<file path="config.mk">
export PLATFORM = sky130hd
export DESIGN_NAME = lsu_sequencer
export DESIGN_NICKNAME = d
export VERILOG_FILES = /design/src/rtl/lsu_sequencer.sv
export SDC_FILE = /design/constraint.sdc
export NUM_CORES = 1
export LEC_CHECK = 0
export BUFFER_PORTS_ARGS = -buffer_cell sky130_fd_sc_hd__clkbuf_2
export CORE_MARGIN = 1.5
export CORE_UTILIZATION = 40
export CTS_BUF_LIST = sky130_fd_sc_hd__clkbuf_16
export DETAILED_ROUTE_END_ITERATION = 10
export PLACE_DENSITY = 0.77
export SYNTH_ARGS = -nofsm -noshare
export SYNTH_HDL_FRONTEND = slang
export SYNTH_SLANG_ARGS = --single-unit
export TNS_END_PERCENT = 20
</file>
<file path="constraint.sdc">
create_clock -name clk -period 5.3 [get_ports clk]
set_clock_uncertainty 0.15 [all_clocks]
set_input_delay 0.795 -clock clk [delete_from_list [all_inputs] [get_ports clk]]
set_output_delay 0.795 -clock clk [all_outputs]
set_load 0.01 [all_outputs]
</file>
<file path="src/rtl/lsu_sequencer.sv">
// ---------------------------------------------------------------------------
// lsu_sequencer
//
// Multi-cycle load/store sequencer sitting between the EX stage and the
// data-memory bus. One access is accepted per request. The sequencer issues a
// word-aligned bus request with byte enables and lane-replicated store data,
// then waits for bus_ack. If no ack arrives in time, the access finishes with
// an error. The pipeline is stalled while the access is outstanding. Load
// data is returned sign- or zero-extended according to funct3.
//
// Parameters
//   TIMEOUT_CYCLES : max cycles in REQ without bus_ack (0 = never time out)
//   CNT_W          : width of the timeout counter, must hold TIMEOUT_CYCLES
//
// Configuration macro
//   MISALIGN_EXC_EN : when defined, a misaligned H/HU/W access completes
//                     immediately with misalign=1 and issues no bus cycle.
//                     When undefined, the offending low address bits are
//                     ignored and misalign is tied to 0.
//
// Ports
//   clk, rst_n      : clock (rising edge), asynchronous active-low reset
//   start           : EX-stage instruction valid
//   mem_read        : load instruction
//   mem_write       : store instruction (wins if both are set)
//   rm_type         : funct3 (000 B, 001 H, 010 W, 100 BU, 101 HU)
//   addr, wdata     : effective address, store data (rs2)
//   stall           : hold pipeline
//   done            : one-cycle completion pulse
//   rdata           : extended load data, valid with done
//   err             : bus timeout or illegal rm_type, valid with done
//   misalign        : misaligned access, valid with done
//   bus_req .. bus_wdata : request side of the data-memory bus
//   bus_ack, bus_rdata   : slave response (1-cycle ack, data with ack)
// ---------------------------------------------------------------------------
module lsu_sequencer #(
   parameter int TIMEOUT_CYCLES = 255,
   parameter int CNT_W          = 8
) (
   input  logic        clk,
   input  logic        rst_n,
   input  logic        start,
   input  logic        mem_read,
   input  logic        mem_write,
   input  logic [2:0]  rm_type,
   input  logic [31:0] addr,
   input  logic [31:0] wdata,
   output logic        stall,
   output logic        done,
   output logic [31:0] rdata,
   output logic        err,
   output logic        misalign,
   output logic        bus_req,
   output logic        bus_we,
   output logic [31:0] bus_addr,
   output logic [3:0]  bus_be,
   output logic [31:0] bus_wdata,
   input  logic        bus_ack,
   input  logic [31:0] bus_rdata
);

   typedef enum logic [1:0] {
      IDLE = 2'd0,
      REQ  = 2'd1,
      DONE = 2'd2
   } state_t;

   localparam logic [2:0] RM_B  = 3'b000;
   localparam logic [2:0] RM_H  = 3'b001;
   localparam logic [2:0] RM_W  = 3'b010;
   localparam logic [2:0] RM_BU = 3'b100;
   localparam logic [2:0] RM_HU = 3'b101;

   // The counter holds the number of REQ cycles already spent; the last
   // allowed REQ cycle is the one where it equals TIMEOUT_CYCLES-1, so
   // bus_req is high for exactly TIMEOUT_CYCLES cycles on a timeout.
   localparam int              TO_LAST_I = (TIMEOUT_CYCLES > 0) ? TIMEOUT_CYCLES - 1 : 0;
   localparam logic [CNT_W-1:0] TO_LAST  = CNT_W'(TO_LAST_I);
   localparam bit              TO_EN     = (TIMEOUT_CYCLES > 0);

   state_t            state_q;
   state_t            state_d;

   logic [31:0]       addr_q;
   logic [31:0]       wdata_q;
   logic [2:0]        type_q;
   logic              we_q;
   logic [CNT_W-1:0]  cnt_q;

   logic [31:0]       rdata_q;
   logic              err_q;
   logic              misalign_q;

   logic              access;
   logic              in_illegal;
   logic              in_misalign;
   logic              timeout;

   logic [3:0]        be_c;
   logic [31:0]       wdata_rep;
   logic [7:0]        ld_byte;
   logic [15:0]       ld_half;
   logic [31:0]       load_ext;

   assign access  = start & (mem_read | mem_write);
   assign timeout = TO_EN && (cnt_q == TO_LAST);

   // Unsigned sizes only exist for loads; 011/110/111 are never legal.
   always_comb begin
      in_illegal = 1'b0;
      case (rm_type)
         RM_B, RM_H, RM_W: in_illegal = 1'b0;
         RM_BU, RM_HU:     in_illegal = mem_write;
         default:          in_illegal = 1'b1;
      endcase
   end

`ifdef MISALIGN_EXC_EN
   always_comb begin
      in_misalign = 1'b0;
      case (rm_type)
         RM_H, RM_HU: in_misalign = addr[0];
         RM_W:        in_misalign = (addr[1:0] != 2'b00);
         default:     in_misalign = 1'b0;
      endcase
   end
`else
   assign in_misalign = 1'b0;
`endif

   // Byte enables and store-lane replication from the latched request.
   // Halfwords look only at addr[1] and words ignore addr[1:0], which is
   // what makes the non-exception build drop the offending low bits.
   always_comb begin
      be_c      = 4'b1111;
      wdata_rep = wdata_q;
      case (type_q)
         RM_B, RM_BU: begin
            be_c      = 4'b0001 << addr_q[1:0];
            wdata_rep = {4{wdata_q[7:0]}};
         end
         RM_H, RM_HU: begin
            be_c      = addr_q[1] ? 4'b1100 : 4'b0011;
            wdata_rep = {2{wdata_q[15:0]}};
         end
         default: ;
      endcase
   end

   // Lane extraction and extension of the returned read word.
   always_comb begin
      case (addr_q[1:0])
         2'd0:    ld_byte = bus_rdata[7:0];
         2'd1:    ld_byte = bus_rdata[15:8];
         2'd2:    ld_byte = bus_rdata[23:16];
         default: ld_byte = bus_rdata[31:24];
      endcase
      ld_half = addr_q[1] ? bus_rdata[31:16] : bus_rdata[15:0];
      case (type_q)
         RM_B:    load_ext = {{24{ld_byte[7]}}, ld_byte};
         RM_BU:   load_ext = {24'd0, ld_byte};
         RM_H:    load_ext = {{16{ld_half[15]}}, ld_half};
         RM_HU:   load_ext = {16'd0, ld_half};
         default: load_ext = bus_rdata;
      endcase
   end

   // State register.
   always_ff @(posedge clk or negedge rst_n) begin
      if (!rst_n) begin
         state_q <= IDLE;
      end else begin
         state_q <= state_d;
      end
   end

   // Next-state logic. Illegal and (optionally) misaligned accesses skip
   // the bus entirely.
   always_comb begin
      state_d = state_q;
      case (state_q)
         IDLE: begin
            if (access) begin
               state_d = (in_illegal || in_misalign) ? DONE : REQ;
            end
         end
         REQ: begin
            if (bus_ack || timeout) begin
               state_d = DONE;
            end
         end
         DONE:    state_d = IDLE;
         default: state_d = IDLE;
      endcase
   end

   // Request latch, timeout counter and completion status. The status
   // registers are rewritten every cycle so they only carry a value during
   // the DONE cycle that follows the transition that set them.
   always_ff @(posedge clk or negedge rst_n) begin
      if (!rst_n) begin
         addr_q     <= '0;
         wdata_q    <= '0;
         type_q     <= '0;
         we_q       <= 1'b0;
         cnt_q      <= '0;
         rdata_q    <= '0;
         err_q      <= 1'b0;
         misalign_q <= 1'b0;
      end else begin
         if (state_q == IDLE && access) begin
            addr_q  <= addr;
            wdata_q <= wdata;
            type_q  <= rm_type;
            we_q    <= mem_write;
         end

         if (state_q == REQ) begin
            cnt_q <= cnt_q + 1'b1;
         end else begin
            cnt_q <= '0;
         end

         rdata_q    <= '0;
         err_q      <= 1'b0;
         misalign_q <= 1'b0;
         if (state_q == IDLE && access) begin
            err_q      <= in_illegal;
            misalign_q <= !in_illegal && in_misalign;
         end else if (state_q == REQ) begin
            if (bus_ack) begin
               rdata_q <= we_q ? 32'd0 : load_ext;
            end else if (timeout) begin
               err_q <= 1'b1;
            end
         end
      end
   end

   // Output decode. Bus fields are driven only while the request is up.
   // stall is qualified with rst_n so it drops as soon as reset asserts.
   always_comb begin
      stall     = 1'b0;
      done      = 1'b0;
      bus_req   = 1'b0;
      bus_we    = 1'b0;
      bus_addr  = '0;
      bus_be    = '0;
      bus_wdata = '0;
      case (state_q)
         IDLE: stall = access & rst_n;
         REQ: begin
            stall     = 1'b1;
            bus_req   = 1'b1;
            bus_we    = we_q;
            bus_addr  = {addr_q[31:2], 2'b00};
            bus_be    = be_c;
            bus_wdata = wdata_rep;
         end
         DONE:    done = 1'b1;
         default: ;
      endcase
   end

   assign rdata    = rdata_q;
   assign err      = err_q;
   assign misalign = misalign_q;

endmodule

</file>
==> results.yml <==
status:
  outcome: "complete, no violations"
sta:
  final_max_slew_viol_count: 0
  post-route-min-period_ns: 3.15
  fin_tns_setup_ns: 0
  rsz0062_at_grt: "no"
  period_share_pct: 59.3
  worst_pin_slew_ns: 1.07
  max-slew-margin-rel_pct: 28.3
  fmax_mhz: 318
  setup_viol: 0
  hold_viol: 0
cells_and_area:
  finalNonFillerCells: 870
  mostFrequentLayoutCell: "clkbuf_2"
  multi_input_area_um2: 2380
  final_cell_mix: "206 x clkbuf_2, 110 x dfrtp_1, 44 x a21oi_1"
  regArea_um2: 2780
  drive_gt1_share_pct: 38.9
  layout.nets: 797
  area_delta_synth_final_pct: 25.5
  n_antenna_cell: 0
  fillers: 1284
cts:
  post-cts-setup-buffers: 0
  cts-root-buf: "clkbuf_16"
  cts_hold_buf: 0
  postCtsResizedCells: 0
  clkTransAtPathRegs_ns: 0.07
  cts_tree: "done"
  cts_max_path_buffers: 2
  clk_latency_ns: 0.35
  cts_inserted_buffers: 9
  htreeDepth: 3
  clkSinkCount: 111
yosys:
  synth_flop_cell: "dfrtp_1"
  syn_area_um2: 5430
  async_flop_share_pct: 100
  synth_edf_count: 0
  yosys_warnings: 0
  synthCells: 500
  ys_seq_elements: 111
  ys_seq_area_share_pct: 51.2
  syn_area_per_cell_um2: 10.9
  synth_cell_types: 48
worst_setup_path:
  r2r_cells: 5
  cp.arrival_ns: 2.20
  worstSetupStartpointType: "flop"
  crit_type: "reg2out"
  reg2reg_to: "rdata[20]"
  critPathMaxFanout: 19
  r2r_slack_ns: 2.45
  cp.required_ns: 4.36
  regToRegStartpoint: "state_q[1]"
  crit_path_end_kind: "output port"
floorplan:
  core_area_um2: 13200
  die_y_um: 119
  num_rows: 42
  start_util_pct: 41.0
  fp.dieArea_um2: 14300
  die_w_um: 119
  io_pins: 211
grt:
  antenna_found_initial: 0
  grtUsageTotal_pct: 19.7
  globalRouteMet2Util_pct: 34.0
  grt_max_degree: 77
  globalRouteOverflowTotal: 0
  use_met3_pct: 6.23
  met1_usage_pct: 23.9
  grt_pass1_vias: 4303
  grt_pass1_wl_mm: 21.9
  top_usage_layer: "met2"
place:
  dp_cells: 855
  numPortBuffers: 207
  gp_congestion: 0.821
  post-dp-hpwl_mm: 9.82
hold_path:
  hold_path_class: "in2async"
pwr:
  p_sw_w: 0.000896
  p_seq_share_pct: 45.6
  internal_power_w: 0.00171
  pwr-share-comb_pct: 31.1
  clockPowerShare_pct: 23.3
  p_leak_nw: 3.46
  p_per_area_nw_per_um2: 383
  ir_worst_vdd_mv: 0.248
  p_sw_share_pct: 34.4
detailed_routing:
  drt_iter0_markers: 302
  first_pass_iters: 4
  avgViaCountPerCell: 5.01
  num_vias: 4357
  drc_errors: 0
  wl_per_cell_um: 15.8
  final_antenna_net_count: 0
  wl_mm: 13.7
run:
  cap_violations: 0
power by group through the flow:
stage / registers [W] / logic [W] / clock network [W]
finish: 0.00119 / 0.000811 / 0.000607
global route: 0.00122 / 0.000897 / 0.000662
CTS: 0.00119 / 0.000820 / 0.000631
detailed placement: 0.00121 / 0.000815 / 0
global placement: 0.00120 / 0.000798 / 0
floorplan: 0.00113 / 0.000611 / 0
per-layer routing:
layer	vias to the layer above	part of all wire (%)
met5	-	0
met4	0	1.3
met3	13	7.1
met2	170	51
met1	2104	40
li1	2070	-
Yosys cell counts (2+ instances only):
cell,instances,share of area [%]
nand2_1,28,1.9
nor2b_1,9,1.0
clkbuf_1,13,0.90
mux2i_1,16,3.0
dfrtp_1,111,51
nand2b_1,2,0.23
and2_1,39,4.5
buf_4,3,0.42
buf_1,3,0.21
nor2_1,39,2.7
a211oi_1,4,0.55
ha_1,2,0.46
a21o_1,4,0.55
a21oi_1,44,4.1
a211o_1,2,0.32
mux2_1,43,8.9
a21oi_2,10,1.6
inv_1,22,1.5
o221a_2,2,0.42
a31oi_1,7,0.81
mux2_2,24,5.0
nand3_1,5,0.46
o21ai_0,13,1.2
a22oi_1,7,0.97
nand4_1,2,0.23
buf_2,16,1.5
and3_1,2,0.23
a22o_1,4,0.65
xor2_1,5,0.81
critical path: stages, from the launching register on:
cell and delay [ns]:
dfrtp_1 0.59, buf_4 0.33, nand2b_1 0.42, a21oi_1 0.24
nor2_1 0.13, clkbuf_2 0.14
area by class of cell:
class | instances | share of cell area (%)
Clock buffer | 9 | 3.31
Clock inverter | 6 | 0.441
Inverter | 23 | 1.27
Multi-Input combinational cell | 331 | 34.9
Sequential cell | 111 | 40.8
Tap cell | 176 | 3.23
Timing Repair Buffer | 214 | 16.0
stage by stage:
step                      worst slack, ns  hold WS (ns)  total power (W)  util (%)  area (um2)
final                                2.15         0.248          0.00261      51.4        6810
after global routing                 2.00         0.272          0.00278      51.4        6810
after CTS                            2.12         0.244          0.00264      51.4        6810
after detailed placement             2.40         0.316          0.00202      49.5        6560
after global placement               2.42         0.310          0.00199      49.5        6560
after floorplan                      3.07         0.299          0.00174         -        5430
cell families (layout without fill, tap and decap cells):
group                    after synthesis  after routing  synth area share, %
AND/OR/NAND/NOR                      133            133                 12.5
buffers and inverters                 60            252                 5.16
AO/OA/AOI/OAI                        103            103                 12.5
other                                  1              3               0.0691
flip-flops                           111            111                 51.2
XOR/XNOR                               6              6                0.968
multiplexers                          84             84                 17.1
adder cells (fa/ha/maj)                2              2                0.461
registers in the layout, summed over array words and instances (netlist names):
name	count
cnt_q	8
we_q	1
type_q	3
state_q	2
rdata	32
addr_q	32
wdata_q	32
err	1
worst max path at each step:
stage	start	slack (ns)	to
detailed placement	state_q[1]	2.40	rdata[16]
floorplan	mem_write	3.07	stall
global route	type_q[0]	2.00	bus_be[0]
global placement	state_q[1]	2.42	rdata[31]
CTS	type_q[0]	2.12	bus_be[0]
finish	type_q[0]	2.15	bus_be[0]
Power figures use the tool's default switching activity.
